===== config.mk =====
export PLATFORM = sky130hd
export DESIGN_NAME = pipeline_hazard_ctrl
export DESIGN_NICKNAME = d
export VERILOG_FILES = /design/src/rtl/hazard_pkg.sv /design/src/rtl/hazard_detect.sv /design/src/rtl/pipeline_hazard_ctrl.sv
export SDC_FILE = /design/constraint.sdc
export NUM_CORES = 1
export LEC_CHECK = 0
export ABC_AREA = 1
export BUFFER_PORTS_ARGS = -buffer_cell sky130_fd_sc_hd__buf_4
export CAP_MARGIN = 20
export CORE_ASPECT_RATIO = 1.2
export CORE_MARGIN = 10
export CORE_UTILIZATION = 39
export DETAILED_ROUTE_END_ITERATION = 6
export PLACE_DENSITY_LB_ADDON = 0.15
export SLEW_MARGIN = 10
export SYNTH_ARGS = -nofsm -noshare
export SYNTH_HDL_FRONTEND = slang
export SYNTH_SLANG_ARGS = --single-unit

===== constraint.sdc =====
create_clock -name clk -period 1.2 [get_ports clk]
set_clock_uncertainty 0.1 [all_clocks]
set_input_delay 0.12 -clock clk [delete_from_list [all_inputs] [get_ports clk]]
set_output_delay 0.12 -clock clk [all_outputs]
set_load 0.02 [all_outputs]

===== src/rtl/hazard_pkg.sv =====
// Shared types and constants for the MIPS pipeline stall/flush controller.
package hazard_pkg;

    typedef enum logic {
        RUN      = 1'b0,
        MEM_WAIT = 1'b1
    } hazard_state_e;

    localparam int REG_ZERO     = 0;
    localparam int WAIT_MAX_DEF = 16;

endpackage


===== src/rtl/hazard_detect.sv =====
// Load-use comparator: the load in EX writes a register the ID instruction reads.
module hazard_detect
    import hazard_pkg::*;
#(
    parameter int REG_W = 5
) (
    input  logic             exMemRead,
    input  logic [REG_W-1:0] exRd,
    input  logic [REG_W-1:0] idRs,
    input  logic [REG_W-1:0] idRt,
    input  logic             idUsesRt,
    output logic             loadUse
);

    logic rsHit;
    logic rtHit;

    assign rsHit   = (exRd == idRs);
    assign rtHit   = idUsesRt && (exRd == idRt);
    // $zero is never a real dependency.
    assign loadUse = exMemRead && (exRd != REG_W'(REG_ZERO)) && (rsHit || rtHit);

endmodule


===== src/rtl/pipeline_hazard_ctrl.sv =====
// Central stall/flush controller for the 5-stage MIPS pipeline.
// Optional HAZARD_PERF_CNT_EN adds saturating stall/flush event counters.
module pipeline_hazard_ctrl
    import hazard_pkg::*;
#(
    parameter int WAIT_MAX = WAIT_MAX_DEF,
    parameter int REG_W    = 5
) (
    input  logic             clk,
    input  logic             reset,
    input  logic [REG_W-1:0] id_rs,
    input  logic [REG_W-1:0] id_rt,
    input  logic             id_uses_rt,
    input  logic             id_jump,
    input  logic             id_jr,
    input  logic             ex_mem_read,
    input  logic [REG_W-1:0] ex_rd,
    input  logic             ex_branch_taken,
    input  logic             mem_access,
    input  logic             mem_ready,
    output logic             mem_req,
    output logic             pc_write,
    output logic             if_id_write,
    output logic             if_id_flush,
    output logic             id_ex_write,
    output logic             id_ex_flush,
    output logic             ex_mem_write,
    output logic             mem_wb_flush,
    output logic             mem_timeout,
`ifdef HAZARD_PERF_CNT_EN
    output logic [31:0]      stall_cycles,
    output logic [31:0]      flush_events,
`endif
    output logic             busy
);

    localparam int CNT_W = $clog2(WAIT_MAX + 1);

    hazard_state_e state, nextState;
    logic [CNT_W-1:0] waitCnt, nextCnt;
    logic timeoutNext;
    logic loadUse;

    hazard_detect #(.REG_W(REG_W)) uDetect (
        .exMemRead (ex_mem_read),
        .exRd      (ex_rd),
        .idRs      (id_rs),
        .idRt      (id_rt),
        .idUsesRt  (id_uses_rt),
        .loadUse   (loadUse)
    );

    always_ff @(posedge clk) begin
        if (reset) begin
            state       <= RUN;
            waitCnt     <= '0;
            mem_timeout <= 1'b0;
        end else begin
            state       <= nextState;
            waitCnt     <= nextCnt;
            mem_timeout <= timeoutNext;
        end
    end

    always_comb begin
        mem_req      = 1'b0;
        pc_write     = 1'b1;
        if_id_write  = 1'b1;
        if_id_flush  = 1'b0;
        id_ex_write  = 1'b1;
        id_ex_flush  = 1'b0;
        ex_mem_write = 1'b1;
        mem_wb_flush = 1'b0;
        busy         = 1'b0;
        nextState    = state;
        nextCnt      = waitCnt;
        timeoutNext  = 1'b0;
        // Reset forces the idle output set regardless of the registered state.
        if (!reset) begin
            unique case (state)
                RUN: begin
                    mem_req = mem_access;
                    if (mem_access && !mem_ready) begin
                        pc_write     = 1'b0;
                        if_id_write  = 1'b0;
                        id_ex_write  = 1'b0;
                        ex_mem_write = 1'b0;
                        mem_wb_flush = 1'b1;
                        nextState    = MEM_WAIT;
                        nextCnt      = CNT_W'(1);
                    end else if (ex_branch_taken) begin
                        if_id_flush = 1'b1;
                        id_ex_flush = 1'b1;
                    end else if (loadUse) begin
                        pc_write    = 1'b0;
                        if_id_write = 1'b0;
                        id_ex_flush = 1'b1;
                    end else if (id_jump || id_jr) begin
                        if_id_flush = 1'b1;
                    end
                end
                MEM_WAIT: begin
                    mem_req = 1'b1;
                    busy    = 1'b1;
                    // A withdrawn access completes just like a ready one.
                    if (mem_ready || !mem_access) begin
                        nextState = RUN;
                        nextCnt   = '0;
                    end else if (waitCnt == CNT_W'(WAIT_MAX)) begin
                        mem_wb_flush = 1'b1;
                        timeoutNext  = 1'b1;
                        nextState    = RUN;
                        nextCnt      = '0;
                    end else begin
                        pc_write     = 1'b0;
                        if_id_write  = 1'b0;
                        id_ex_write  = 1'b0;
                        ex_mem_write = 1'b0;
                        mem_wb_flush = 1'b1;
                        nextCnt      = waitCnt + CNT_W'(1);
                    end
                end
                default: nextState = RUN;
            endcase
        end
    end

`ifdef HAZARD_PERF_CNT_EN
    always_ff @(posedge clk) begin
        if (reset) begin
            stall_cycles <= '0;
            flush_events <= '0;
        end else begin
            if (!pc_write && (stall_cycles != 32'hFFFF_FFFF))
                stall_cycles <= stall_cycles + 32'd1;
            if ((if_id_flush || id_ex_flush) && (flush_events != 32'hFFFF_FFFF))
                flush_events <= flush_events + 32'd1;
        end
    end
`endif

endmodule


==> impl_metrics.py, run 1 <==
metrics = {
    "setup_path": {
        "r2r_start": "waitCnt[1]",
        "required_ns": 0.98,
        "critPathCaptureType": "primary output",
        "worst-setup-path-type": "reg2out",
        "startpoint_type": "register",
        "crit_start": "waitCnt[1]",
        "critPathMaxFanout": 4,
        "arrival_ns": 1.40,
    },
    "global_route": {
        "grt_overflow_total": 0,
        "grt_max_degree": 8,
        "grt_pass1_wl_um": 3480,
        "antenna_found_initial": 0,
        "track_usage": 0.116,
        "grt_pass1_vias": 857,
    },
    "hold_path": {
        "hold_class": "in2reg",
        "min-delay-start": "reset",
    },
    "route": {
        "postRouteAntennaNets": 0,
        "viasPerCell": 4.62,
        "drt-total-wl_um": 2150,
        "drt_iter0_drc": 9,
        "first_pass_iters": 4,
        "post-route-drc-count": 0,
        "num_vias": 813,
        "post_drt_wl_per_cell_um": 12.2,
    },
    "floorplan": {
        "coreArea_sq_um": 1480,
        "die-area_sq_um": 3640,
        "start_util": 0.427,
        "die_h_um": 64.1,
        "die_w_um": 56.8,
        "rows": 15,
        "io_pins": 34,
    },
    "timing": {
        "period_minus_slack_ns": 1.62,
        "final-setup-viol-count": 13,
        "min_period_over_period": 1.35,
        "slew_violations": 0,
        "slew_headroom": 0.823,
        "max_freq_mhz": 617,
        "finalHoldViolCount": 0,
        "timing.final.ws_setup_ns": -0.421,
        "final.setup.tns_ns": -2.37,
        "grt_setup_unrepaired": "yes",
        "tightest_slew_ns": 0.263,
    },
    "synthesis": {
        "synth_common_cells": "nand2_1 (30), inv_1 (25), nor2_1 (8), dfxtp_1 (7), nand3_1 (6)",
        "seq_area_frac_synth": 0.221,
        "synthArstFlopShare": 0,
        "yosysMostFrequentCell": "nand2_1",
        "synth_cell_types": 23,
        "ys_warn_count": 0,
        "synth-edff-count": 0,
        "synth-seq-cells": 7,
        "synth-main-ff-cell": "dfxtp_1",
        "synth_fp_nets": 132,
        "syn-cell-area_sq_um": 633,
        "yosys.area.top_type": "dfxtp_1",
        "synth.top_cell.area_share": 0.221,
        "postSynthAreaPerCell_sq_um": 5.97,
        "synth.top_cells.by_area": "dfxtp_1 (22%), nand2_1 (18%), inv_1 (15%)",
        "syn_inst": 106,
    },
    "outcome": {
        "outcome": "finished, violations left",
        "failed_checks": "negative setup slack",
    },
    "final_layout": {
        "drive_above_1_share": 0.503,
        "syn_to_final_growth_pct": 80.8,
        "finalNetCount": 186,
        "fin_util": 0.772,
        "final.fill_count": 136,
        "regArea_sq_um": 146,
        "final_cell_count_no_fill": 176,
        "multiInputGateArea_sq_um": 439,
        "post-route-cell-area_sq_um": 1140,
        "diodes": 0,
    },
    "clocking": {
        "clk_pin_slew_ns": 0.06,
        "clk_path_buf_depth": 2,
        "cts_tree": "done",
        "root_buffer": "clkbuf_4",
        "clk_latency_ns": 0.25,
        "cts_num_sinks": 7,
        "cts_htree_levels": 1,
        "cts_buffers": 3,
    },
    "placement": {
        "routabilityCongestion": 0.811,
        "dp_hpwl_um": 1650,
        "io_buffers": 33,
        "dp_cells": 164,
        "placed_cell_area_sq_um": 982,
        "dpl_worst_slack_ns": -0.180,
    },
    "power": {
        "switchingPower_mw": 0.225,
        "p_seq_frac": 0.331,
        "swShare": 0.310,
        "power_density_nw_per_um2": 635,
        "internal_power_mw": 0.502,
        "comb_power_share": 0.368,
        "ir_drop_mv": 0.349,
        "p_clk_frac": 0.301,
        "leakage_nw": 0.603,
    },
    "job": {
        "max-cap-violations": 0,
    },
}
-- worst max-delay path, stage by stage, from the launching register on --
cell and delay, ns:
dfxtp_2 0.32, inv_2 0.07, ha_4 0.11, nand4_1 0.12
nor2_2 0.16, inv_2 0.07, nand2_4 0.07, o21ai_2 0.05
inv_2 0.06, buf_6 0.11
-- metal layers --
layer | vias to the layer above | track usage | wire length (um)
met5 | - | 0 | 0
met3 | 6 | 0.0395 | 130
met1 | 357 | 0.0944 | 740
met4 | 0 | 0.0794 | 70
met2 | 24 | 0.225 | 1210
li1 | 426 | - | -
-- power by group through the flow --
stage	Sequential, mW	Clock (mW)	Combinational [mW]
after floorplan	0.247	0	0.110
after global placement	0.245	0	0.222
after detailed placement	0.245	0	0.228
after CTS	0.240	0.225	0.263
after global routing	0.241	0.246	0.294
final	0.240	0.219	0.268
-- placed cells by master, fill, tap and decap left out --
cell type       n
a2111oi_4       1
a21oi_1         1
a21oi_2         2
buf_4          43
buf_6           7
clkbuf_1        1
clkbuf_4        3
dfxtp_1         4
dfxtp_2         2
dfxtp_4         1
dlygate4sd3_1   1
ha_4            2
inv_1          17
inv_2           8
inv_4           1
nand2_1        29
nand2_2         2
nand2_4         1
nand3_1         6
nand4_1         2
nor2_1          8
nor2_2          2
nor2_4          1
nor3_2          1
nor3_4          1
nor4_1          1
o21ai_0         1
o21ai_1         2
o21ai_2         1
o22ai_1         2
or2_2           1
xnor2_1         2
xor2_1          2
-- worst paths after layout --
| path | end | slack, ns | cells past startpoint |
|---|---|---|---|
| worst max-delay path | if_id_write | -0.42 | 9 |
| worst min-delay path | waitCnt[0] | 0.03 | 2 |
| worst max register to register | waitCnt[0] | -0.24 | 7 |
| worst min register to register | waitCnt[2] | 0.43 | 2 |
-- layout make-up --
type                            instances  share of cell area
Timing Repair Buffer                   51               0.360
Multi-Input combinational cell         71               0.384
Tap cell                               17              0.0186
Inverter                               26              0.0874
Clock buffer                            4              0.0230
Sequential cell                         7               0.128
-- cell families (layout without fill, tap and decap cells) --
group                      after synthesis  count (layout)  share of synthesized area
DFF                                      7               7                      0.221
and+or+nand+nor                         55              55                      0.401
adders and majority gates                2               2                     0.0395
buffers and inverters                   28              81                      0.178
xor gates and xnor gates                 4               4                     0.0553
AOI/OAI and AO/OA                       10              10                      0.105
-- sequential cells by signal (all words and copies together) (netlist names) --
name         count
state            1
waitCnt          5
mem_timeout      1
-- timing repair --
action,CTS,global route
setup endpoints to repair,12,14
setup buffers,5,2
pin swaps,5,3
endpoints found under the hold margin,1,0
hold buffers,1,0
gates resized for setup,18,4
-- stage by stage --
| stage | hold slack [ns] | power (mW) |
|---|---|---|
| 2_1_floorplan | 0.0923 | 0.357 |
| 3_3_place_gp | 0.227 | 0.468 |
| 3_5_place_dp | 0.236 | 0.473 |
| 4_1_cts | 0.0201 | 0.728 |
| 5_1_grt | 0.0118 | 0.781 |
| 6_report | 0.0290 | 0.727 |
(Power assumes the default switching activity.)
==> run 2: changes to the inputs <==
- RECOVER_POWER: unset -> 25
==> impl_metrics.py, run 2 (synthesis results as in run 1) <==
metrics = {
    "outcome": {
        "outcome": "finished, violations left",
        "failed_checks": "negative setup slack",
    },
    "final_layout": {
        "final.fill_count": 138,
        "regMostFlops": "waitCnt",
        "layout_commonest_cell": "buf_4",
        "fin_util": 0.770,
        "syn_to_final_growth_pct": 80.2,
        "drive_above_1_share": 0.497,
        "finalNetCount": 186,
        "final_cell_mix": "buf_4 (42), nand2_1 (29), inv_1 (17), inv_2 (8), nor2_1 (8)",
        "largest_register_ffs": 5,
        "diodes": 0,
        "reg_top3": "waitCnt: 5 flops, mem_timeout: 1 flops, state: 1 flops",
        "multiInputGateArea_sq_um": 439,
        "regArea_sq_um": 146,
    },
    "job": {
        "max-cap-violations": 0,
    },
    "hold_path": {
        "hold_class": "in2reg",
        "min-delay-start": "reset",
    },
    "global_route": {
        "grt_overflow_total": 0,
        "antenna_found_initial": 0,
        "grt_pass1_vias": 857,
        "grt_pass1_wl_um": 3480,
        "grt_max_degree": 8,
        "track_usage": 0.116,
    },
    "setup_path": {
        "crit_buf_inv": 4,
        "worst-setup-path-type": "reg2out",
        "worst_path_dominant_cell_family": "simple AND/OR/NAND/NOR gates",
        "crit_start": "waitCnt[1]",
        "r2r_start": "waitCnt[1]",
        "arrival_ns": 1.40,
        "startpoint_type": "register",
        "cp_cell_sequence": "inv_2, ha_4, nand4_1, nor2_2, inv_2, nand2_4, o21ai_2, inv_2, buf_6",
        "cp_slowest_cell": "dfxtp_2",
        "critPathMostFrequentCell": "inv_2",
        "critPathCaptureType": "primary output",
        "required_ns": 0.98,
        "critPathMaxStageDelay_ns": 0.32,
        "critPathMaxFanout": 4,
    },
    "placement": {
        "routabilityCongestion": 0.811,
        "io_buffers": 33,
        "dp_hpwl_um": 1650,
    },
    "clocking": {
        "clk_pin_slew_ns": 0.06,
        "cts_num_sinks": 7,
        "cts_tree": "done",
        "cts_buffers": 3,
        "clk_path_buf_depth": 2,
        "clk_latency_ns": 0.25,
        "cts_htree_levels": 1,
        "root_buffer": "clkbuf_4",
    },
    "timing": {
        "final.setup.tns_ns": -2.37,
        "grt_setup_unrepaired": "yes",
        "slew_violations": 0,
        "tightest_slew_ns": 0.274,
        "slew_headroom": 0.816,
        "period_minus_slack_ns": 1.62,
        "max_freq_mhz": 617,
        "min_period_over_period": 1.35,
        "final-setup-viol-count": 13,
        "timing.final.ws_setup_ns": -0.421,
        "finalHoldViolCount": 0,
    },
    "power": {
        "switchingPower_mw": 0.225,
        "leakage_nw": 0.598,
        "internal_power_mw": 0.502,
        "comb_power_share": 0.368,
        "p_seq_frac": 0.331,
        "power_density_nw_per_um2": 637,
        "p_clk_frac": 0.301,
        "ir_drop_mv": 0.349,
        "swShare": 0.310,
    },
    "route": {
        "drt-total-wl_um": 2160,
        "postRouteAntennaNets": 0,
        "drt_iter0_drc": 9,
        "viasPerCell": 4.61,
        "first_pass_iters": 4,
        "num_vias": 812,
        "post-route-drc-count": 0,
        "post_drt_wl_per_cell_um": 12.3,
    },
    "floorplan": {
        "start_util": 0.427,
        "die-area_sq_um": 3640,
        "die_h_um": 64.1,
        "coreArea_sq_um": 1480,
        "die_w_um": 56.8,
        "io_pins": 34,
        "rows": 15,
    },
}
==> run 2: cell types whose count changed in the layout (fill, tap and decap cells not counted), sizes merged <==
cell | before | now
clkbuf | 4 | 5
buf | 50 | 49
==> run 2: worst reg2reg max path, cell delays in order, from the launching register on <==
cell	delay [ns]
dfxtp_2	0.33
inv_2	0.05
ha_4	0.14
nand4_1	0.11
nor2_2	0.07
buf_4	0.13
buf_6	0.11
a2111oi_4	0.31
==> run 2: final timing paths <==
path / endpoint / slack, ns / cells past startpoint
setup / recovery: if_id_write / -0.42 / 9
hold / removal: waitCnt[0] / 0.03 / 2
setup reg to reg: waitCnt[0] / -0.24 / 7
hold reg to reg: waitCnt[2] / 0.43 / 2
==> run 2: repair_timing <==
action | in CTS | in global routing
pin swaps | 5 | 3
hold endpoints to repair | 1 | 0
gates resized for setup | 18 | 4
hold buffers | 1 | 0
buffers inserted | 5 | 2
endpoints found under the setup margin | 12 | 14
==> run 2: metal layers <==
metal / share of wire / vias up / global-route usage
met3: 0.061 / 6 / 0.0395
met1: 0.34 / 356 / 0.0944
met4: 0.032 / 0 / 0.0794
met5: 0 / - / 0
met2: 0.56 / 24 / 0.225
li1: - / 426 / -
==> run 2: power by group through the flow <==
stage          registers, mW  logic (mW)  clock network (mW)
3_3_place_gp           0.245       0.222                   0
3_5_place_dp           0.245       0.228                   0
6_report               0.240       0.268               0.219
4_1_cts                0.240       0.263               0.225
2_1_floorplan          0.247       0.110                   0
5_1_grt                0.241       0.294               0.246
==> run 2: area by class of cell <==
class                           instances  share of cell area
Inverter                               26              0.0877
Tap cell                               17              0.0186
Timing Repair Buffer                   51               0.357
Multi-Input combinational cell         71               0.385
Clock buffer                            4              0.0230
Sequential cell                         7               0.128
==> run 2: through the flow <==
step / power (mW) / worst slack, ns / instances / cell area [sq um] / hold slack (ns)
after detailed placement: 0.473 / -0.180 / 164 / 982 / 0.236
after global placement: 0.468 / -0.129 / 164 / 982 / 0.227
after global routing: 0.781 / -0.526 / 176 / 1140 / 0.0118
after floorplan: 0.357 / -0.235 / 106 / 657 / 0.0923
after CTS: 0.728 / -0.429 / 174 / 1120 / 0.0201
final: 0.727 / -0.421 / 176 / 1140 / 0.0290
==> run 3: changes to the inputs <==
- CELL_PAD_IN_SITES_DETAIL_PLACEMENT: unset -> 0
- CELL_PAD_IN_SITES_GLOBAL_PLACEMENT: unset -> 1
- CORE_UTILIZATION: 39 -> 25
==> impl_metrics.py, run 3 (synthesis results as in run 1) <==
metrics = {
    "floorplan": {
        "die_w_um": 65.9,
        "die-area_sq_um": 4950,
        "io_pins": 34,
        "die_h_um": 75.1,
        "start_util": 0.269,
        "rows": 19,
        "coreArea_sq_um": 2350,
    },
    "placement": {
        "dp_cells": 178,
        "routabilityCongestion": 0.754,
        "io_buffers": 33,
        "dp_hpwl_um": 1630,
        "placed_cell_area_sq_um": 1000,
    },
    "clocking": {
        "clk_latency_ns": 0.26,
        "cts_htree_levels": 1,
        "clk_path_buf_depth": 2,
        "cts_num_sinks": 7,
        "cts_buffers": 3,
        "cts_tree": "done",
        "clk_pin_slew_ns": 0.05,
        "root_buffer": "clkbuf_4",
    },
    "final_layout": {
        "syn_to_final_growth_pct": 88.9,
        "layout_commonest_cell": "buf_4",
        "largest_register_ffs": 5,
        "regMostFlops": "waitCnt",
        "drive_above_1_share": 0.522,
        "final_cell_mix": "buf_4 (41), nand2_1 (29), inv_1 (15), buf_6 (10)",
        "finalNetCount": 188,
        "diodes": 0,
        "final_cell_count_no_fill": 192,
        "reg_top3": "waitCnt: 5 flops, mem_timeout: 1 flops, state: 1 flops",
        "post-route-cell-area_sq_um": 1200,
    },
    "global_route": {
        "grt_pass1_wl_um": 3430,
        "grt_max_degree": 8,
        "grt_pass1_vias": 885,
        "antenna_found_initial": 0,
        "track_usage": 0.0855,
        "grt_overflow_total": 0,
    },
    "timing": {
        "max_freq_mhz": 605,
        "min_period_over_period": 1.38,
        "tightest_slew_ns": 0.268,
        "grt_setup_unrepaired": "yes",
        "period_minus_slack_ns": 1.65,
        "timing.final.ws_setup_ns": -0.452,
        "finalHoldViolCount": 0,
        "final-setup-viol-count": 11,
        "slew_headroom": 0.821,
        "slew_violations": 0,
        "final.setup.tns_ns": -2.67,
    },
    "setup_path": {
        "critPathMaxStageDelay_ns": 0.32,
        "cp_slowest_cell": "dfxtp_2",
        "required_ns": 0.98,
        "arrival_ns": 1.43,
        "cp_cell_sequence": "inv_2, ha_4, nand4_1, nor2_2, inv_2, nand2_4, o21ai_2, inv_2, buf_6",
        "worst_path_dominant_cell_family": "simple AND/OR/NAND/NOR gates",
        "critPathMostFrequentCell": "inv_2",
        "critPathMaxFanout": 4,
        "crit_buf_inv": 4,
        "startpoint_type": "register",
        "worst-setup-path-type": "reg2out",
        "critPathCaptureType": "primary output",
    },
    "route": {
        "post-route-drc-count": 0,
        "viasPerCell": 4.22,
        "drt-total-wl_um": 2100,
        "drt_iter0_drc": 12,
        "postRouteAntennaNets": 0,
        "first_pass_iters": 3,
        "num_vias": 811,
        "post_drt_wl_per_cell_um": 10.9,
    },
    "outcome": {
        "outcome": "finished, violations left",
        "failed_checks": "negative setup slack",
    },
    "power": {
        "p_total_mw": 0.744,
        "power_density_nw_per_um2": 622,
        "ir_drop_mv": 0.266,
        "leakage_nw": 0.610,
    },
    "hold_path": {
        "hold_class": "in2reg",
    },
    "job": {
        "max-cap-violations": 0,
    },
}
==> run 3: report_power, final <==
group          switching (mW)  total [mW]  internal [mW]
registers             0.00442       0.240          0.236
logic                   0.134       0.281          0.147
clock network          0.0952       0.223          0.127
==> run 3: path summary, 6_finish.rpt <==
path | startpoint | end | slack (ns) | cells after the start
min reg2reg | waitCnt[3] | waitCnt[3] | 0.40 | 2
min | reset | waitCnt[0] | 0.02 | 2
max | waitCnt[1] | if_id_write | -0.45 | 9
max reg2reg | waitCnt[1] | mem_timeout | -0.21 | 7
==> run 3: worst reg2reg max path, stage by stage (launching register included) <==
cell and delay [ns]:
dfxtp_2 0.32, inv_2 0.07, ha_4 0.12, nand4_1 0.12, nor2_2 0.16, inv_2 0.07, buf_4 0.13, nor4_2 0.22
==> run 3: routing by layer <==
| metal | vias to the layer above | routed length, um | global-route usage |
|---|---|---|---|
| li1 | 430 | - | - |
| met1 | 345 | 787 | 0.0787 |
| met2 | 29 | 1090 | 0.154 |
| met3 | 7 | 147 | 0.0267 |
| met4 | 0 | 74 | 0.0676 |
| met5 | - | 0 | 0 |
==> run 3: final cells by class <==
cell class | count | area (sq um)
clock buffers | 4 | 26.3
fillers | 239 | 1160
inverters | 26 | 105
multi-input cells | 71 | 445
flip-flops and latches | 7 | 146
well taps | 31 | 38.8
repair buffers | 53 | 434
==> run 3: what timing repair did <==
item                                    in CTS  in global routing
hold buffers                                 1                  0
hold endpoints to repair                     1                  0
gates resized for setup                     13                 19
gates cloned                                 0                  0
pin swaps                                    5                  9
setup buffers                                7                  4
endpoints found under the setup margin      11                 15
==> run 3: through the flow <==
stage	setup slack (ns)	utilization	hold WS (ns)
after floorplan	-0.235	-	0.0923
after global placement	-0.129	0.425	0.218
after detailed placement	-0.160	0.425	0.223
after CTS	-0.409	0.485	0.0114
after global routing	-0.523	0.508	0.0251
final	-0.452	0.508	0.0233
